`config.mk`:
```
export PLATFORM = sky130hd
export DESIGN_NAME = fnd_mux_ctrl
export DESIGN_NICKNAME = d
export VERILOG_FILES = /design/src/rtl/fnd_mux_ctrl.sv
export SDC_FILE = /design/constraint.sdc
export NUM_CORES = 1
export LEC_CHECK = 0
export BUFFER_PORTS_ARGS = -buffer_cell sky130_fd_sc_hd__buf_4
export CORE_MARGIN = 8
export CORE_UTILIZATION = 50
export DETAILED_ROUTE_END_ITERATION = 12
export HOLD_SLACK_MARGIN = 0.06
export PLACE_DENSITY = 0.67
export SYNTH_ARGS = -nofsm -noshare
export SYNTH_HDL_FRONTEND = slang
export SYNTH_SLANG_ARGS = --single-unit
export TNS_END_PERCENT = 50
```
`constraint.sdc`:
```
create_clock -name clk -period 5 [get_ports clk]
set_clock_uncertainty 0.05 [all_clocks]
set_input_delay 0 -clock clk [delete_from_list [all_inputs] [get_ports clk]]
set_output_delay 0 -clock clk [all_outputs]
set_load 0.05 [all_outputs]
```
`src/rtl/fnd_mux_ctrl.sv`:
```
// Multiplexed common-anode 7-segment scanner: tear-free frame-aligned load,
// leading-zero blanking, 16-step PWM brightness and a frame-done strobe.
module fnd_mux_ctrl #(
    parameter int DIGITS   = 4,
    parameter int DIV_BITS = 17
) (
    input  logic                  clk,
    input  logic                  reset_p,
    input  logic [4*DIGITS-1:0]   value,
    input  logic [DIGITS-1:0]     dp,
    input  logic                  load,
    input  logic                  blank_lz,
    input  logic [3:0]            brightness,
    output logic [7:0]            seg,
    output logic [DIGITS-1:0]     com,
    output logic                  frame_done
);

    localparam int IW = (DIGITS > 1) ? $clog2(DIGITS) : 1;

    function automatic logic [6:0] hex7(input logic [3:0] n);
        case (n)
            4'h0: hex7 = 7'h40;  4'h1: hex7 = 7'h79;  4'h2: hex7 = 7'h24;  4'h3: hex7 = 7'h30;
            4'h4: hex7 = 7'h19;  4'h5: hex7 = 7'h12;  4'h6: hex7 = 7'h02;  4'h7: hex7 = 7'h78;
            4'h8: hex7 = 7'h00;  4'h9: hex7 = 7'h10;  4'hA: hex7 = 7'h08;  4'hB: hex7 = 7'h03;
            4'hC: hex7 = 7'h46;  4'hD: hex7 = 7'h21;  4'hE: hex7 = 7'h06;  default: hex7 = 7'h0E;
        endcase
    endfunction

    logic [DIV_BITS-1:0] presc_q, presc_d;
    logic [IW-1:0]       idx_q, idx_d;
    logic [4*DIGITS-1:0] pend_val_q, pend_val_d, shad_val_q, shad_val_d;
    logic [DIGITS-1:0]   pend_dp_q, pend_dp_d, shad_dp_q, shad_dp_d;
    logic [7:0]          seg_q, seg_d;
    logic [DIGITS-1:0]   com_q, com_d;
    logic                fd_q, fd_d;

    logic                tick, wrap, lit, run;
    logic [3:0]          phase, nib;
    logic [DIGITS-1:0]   lz;

    always_comb begin
        presc_d = presc_q + 1'b1;
        tick    = &presc_q;
        wrap    = tick && (idx_q == IW'(DIGITS-1));
        idx_d   = idx_q;
        if (tick) idx_d = wrap ? '0 : idx_q + 1'b1;
        fd_d    = wrap;

        pend_val_d = load ? value : pend_val_q;
        pend_dp_d  = load ? dp    : pend_dp_q;
        // Shadow only moves on the wrapping tick; a coincident load bypasses pending.
        shad_val_d = wrap ? pend_val_d : shad_val_q;
        shad_dp_d  = wrap ? pend_dp_d  : shad_dp_q;

        // lz[i]: all nibbles from the top down to i are zero.
        run = 1'b1;
        lz  = '0;
        for (int i = DIGITS - 1; i >= 0; i--) begin
            run   = run && (shad_val_q[4*i +: 4] == 4'h0);
            lz[i] = run;
        end

        phase = presc_q[DIV_BITS-1 -: 4];
        nib   = shad_val_q[{idx_q, 2'b00} +: 4];
        lit   = (phase < brightness) && !(blank_lz && (idx_q != '0) && lz[idx_q]);

        seg_d = 8'hFF;
        com_d = '1;
        if (lit) begin
            com_d[idx_q] = 1'b0;
            seg_d        = {~shad_dp_q[idx_q], hex7(nib)};
        end
    end

    always_ff @(posedge clk or posedge reset_p) begin
        if (reset_p) begin
            presc_q    <= '0;
            idx_q      <= '0;
            pend_val_q <= '0;
            pend_dp_q  <= '0;
            shad_val_q <= '0;
            shad_dp_q  <= '0;
            seg_q      <= 8'hFF;
            com_q      <= '1;
            fd_q       <= 1'b0;
        end else begin
            presc_q    <= presc_d;
            idx_q      <= idx_d;
            pend_val_q <= pend_val_d;
            pend_dp_q  <= pend_dp_d;
            shad_val_q <= shad_val_d;
            shad_dp_q  <= shad_dp_d;
            seg_q      <= seg_d;
            com_q      <= com_d;
            fd_q       <= fd_d;
        end
    end

    assign seg        = seg_q;
    assign com        = com_q;
    assign frame_done = fd_q;

endmodule

```
==> metrics <==
status=completed; CTS tree=built; GRT overflow=0; DP Cell Count=362; Layout Nets=360; syn_nets=296; final WL=5910 um; ANT cells=0; Critical R2R Capture=shad_val_q[2]; leakage=1.93 nW; clk buf depth=2; fillcell total=512; final cell count without fillers=399; CP startpoint=presc_q[0]; routed wire length per instance=14.8 um; GRT Util Overall=13.5%; post-route worst setup slack=2.19 ns; Rows=29; DP Wirelength=4050 um; CTS root buf=clkbuf_8; worst r2r src=presc_q[0]; # resized after CTS=0; period utilization=56.3%; syn avg cell area=13.1 sq um; # DRC=0; CP max FO=22; vias in the first global route=2261; total negative setup slack=0 ns; die width=97.4 um; Routability Congestion=0.804; sequential share of the synthesized area=54.9%; first-pass GRT wire length=10500 um; max-slew violation count=0; clk_lat worst skew=0.34 ns; Synth cell types=40; Worst Setup Start Kind=flop; startpoint of the worst hold path=load; final hold violation count=0; I/O Buffers=40; reg2reg path depth=7; CTS Hold Bufs=21; arrival time worst endpoint=2.99 ns; min-delay worst type=input port to flop; slowest stage delay, CP=0.75 ns; die span in y=97.4 um; Syn Std Cell Area=0.00331 sq mm; via count=2073; slew margin rel.=39.5%; Max VDD drop=0.153 mV; Die ar.=0.00948 sq mm; Starting Density=51.8%; CTS buffer count=9; Max Cap Viol=0; clk slew on worst S/H paths=0.07 ns; Crit path top cell by count=ha_1; pre-CTS WS=2.14 ns; Yosys reg bits=72; area delta synth->final=22.3%; unrepaired setup endpoints after global routing=false; WHS Path Cells=2; Syn Inst Count=253; CP max stage cell=and2_1; fmax=355 MHz; Slew @ Worst Pin=0.908 ns; share of cells above drive strength 1=35.7%; Routed Antenna Nets=0; Critical Path RT=5.17 ns; DR iter-0 viols=74; TritonCTS Sinks=72; Ports=41; critical-path cell list=ha_1 > nand3_1 > nor3_1 > and3_1 > ha_1 > and2_1 > mux2_2; drt pass-1 iters=4; fin crit period=2.81 ns; H-tree depth=3; largest net degree at the start of global routing=73; Post-CTS Setup Inserts=0; setup slack, reg-to-reg=2.19 ns; crit path capture type=flop; PD cells=278 mW/mm^2; most used flip-flop cell after synthesis=dfrtp_1; core footprint=0.00639 sq mm; Hold Path End=pend_val_q[8]; Fin Hold WS=0.101 ns; Final Setup Violations=0; initial antenna violation count=0; vias per inst=5.20; critical path class=flop to flop; Post-synth EDFFs=0; Synth warnings=0; asr flop ratio synth=100%
[worst max-delay path: cells and delay by family, from the launching register on]
family,cells,cell delay (ns)
simple gates,4,1.40
flops,1,0.41
mux,1,0.42
fa+ha+maj,2,0.42
[logic make-up (layout without fill, tap and decap cells)]
kind of cell	count (synthesis)	in the layout	share of synthesized area (%)
flops	72	72	54.9
compound gates	23	23	4.23
mux	50	50	18.8
simple gates	54	54	8.54
fa+ha+maj	15	15	5.67
xor+xnor	16	16	4.23
buf+inv	23	92	3.59
[cells in the final DEF (no fill, tap or decap), drive strengths merged, types with 7 or more instances in the layout]
cell | Yosys | final
dfrtp | 60 | 60
ha | 15 | 15
dfstp | 12 | 12
nand2 | 19 | 19
xnor2 | 10 | 10
nand3 | 8 | 8
o21ai | 10 | 10
inv | 14 | 14
dlygate4sd3 | 0 | 21
mux2 | 42 | 42
nor2 | 7 | 7
buf | 6 | 41
clkbuf | 3 | 13
[per-layer routing]
| metal | part of all wire (%) | vias to the layer above | track usage, % |
|---|---|---|---|
| met1 | 46 | 1025 | 16.2 |
| met5 | 0 | - | 0 |
| met2 | 49 | 31 | 21.7 |
| met4 | 0.54 | 0 | 5.24 |
| met3 | 4.2 | 2 | 4.84 |
| li1 | - | 1015 | - |
[sequential cells by signal, indices dropped and copies added (netlist names), 2 cells and up]
signal,cells
shad_val_q,16
com,4
seg,8
pend_val_q,16
idx_q,2
presc_q,17
pend_dp_q,4
shad_dp_q,4
[through the flow]
stage          total power [mW]  instance area, sq um  util (%)
5_1_grt                    1.18                  4050      63.4
2_1_floorplan             0.654                  3310         -
4_1_cts                    1.14                  4050      63.4
3_5_place_dp              0.682                  3650      57.1
6_report                   1.13                  4050      63.4
3_3_place_gp              0.680                  3650      57.1
[Yosys cell counts, types with 2 or more instances]
library cell,count,area [sq um]
dfstp_2,12,315
mux4_1,2,52.6
nor2_1,7,26.3
dfrtp_1,60,1500
ha_1,15,188
nand3b_1,2,15.0
nor3_1,2,10.0
buf_6,4,45.0
a22oi_1,3,22.5
clkbuf_1,3,11.3
and3_1,2,12.5
o21ai_1,5,25.0
a21oi_1,3,15.0
xor2_1,6,52.6
nand3_1,8,40.0
buf_2,2,10.0
a31oi_1,2,12.5
nand2_1,18,67.6
o21ai_0,5,25.0
xnor2_1,10,87.6
mux2_2,42,473
and4_1,3,26.3
nand4_1,2,12.5
inv_1,13,48.8
mux2i_1,3,30.0
mux4_2,2,45.0
nor4_1,4,25.0
[where the power goes]
part / total, mW / leakage, nW / switching [mW] / internal [mW]
logic: 0.0774 / 0.935 / 0.0353 / 0.0421
registers: 0.605 / 0.898 / 0.00398 / 0.601
clock network: 0.444 / 0.0936 / 0.201 / 0.244
[how the worst max path moves through the flow]
stage / slack, ns / to / depth (start not counted)
after floorplan: 2.69 / shad_val_q[10] / 9
after global placement: 2.28 / shad_val_q[5] / 7
after detailed placement: 2.14 / shad_dp_q[0] / 7
after CTS: 2.12 / shad_dp_q[0] / 7
after global routing: 1.83 / shad_val_q[12] / 7
final: 2.19 / shad_val_q[2] / 7
[final cells by class]
cell class | count | area (sq um) | share of cell area [%]
clock inverters | 3 | 42.5 | 1.05
flip-flops and latches | 72 | 1820 | 44.9
clock buffers | 13 | 149 | 3.68
repair buffers | 62 | 518 | 12.8
inverters | 14 | 52.6 | 1.30
well taps | 77 | 96.3 | 2.38
multi-input cells | 158 | 1370 | 33.9
Note: power is estimated with default switching activity, not from simulation.
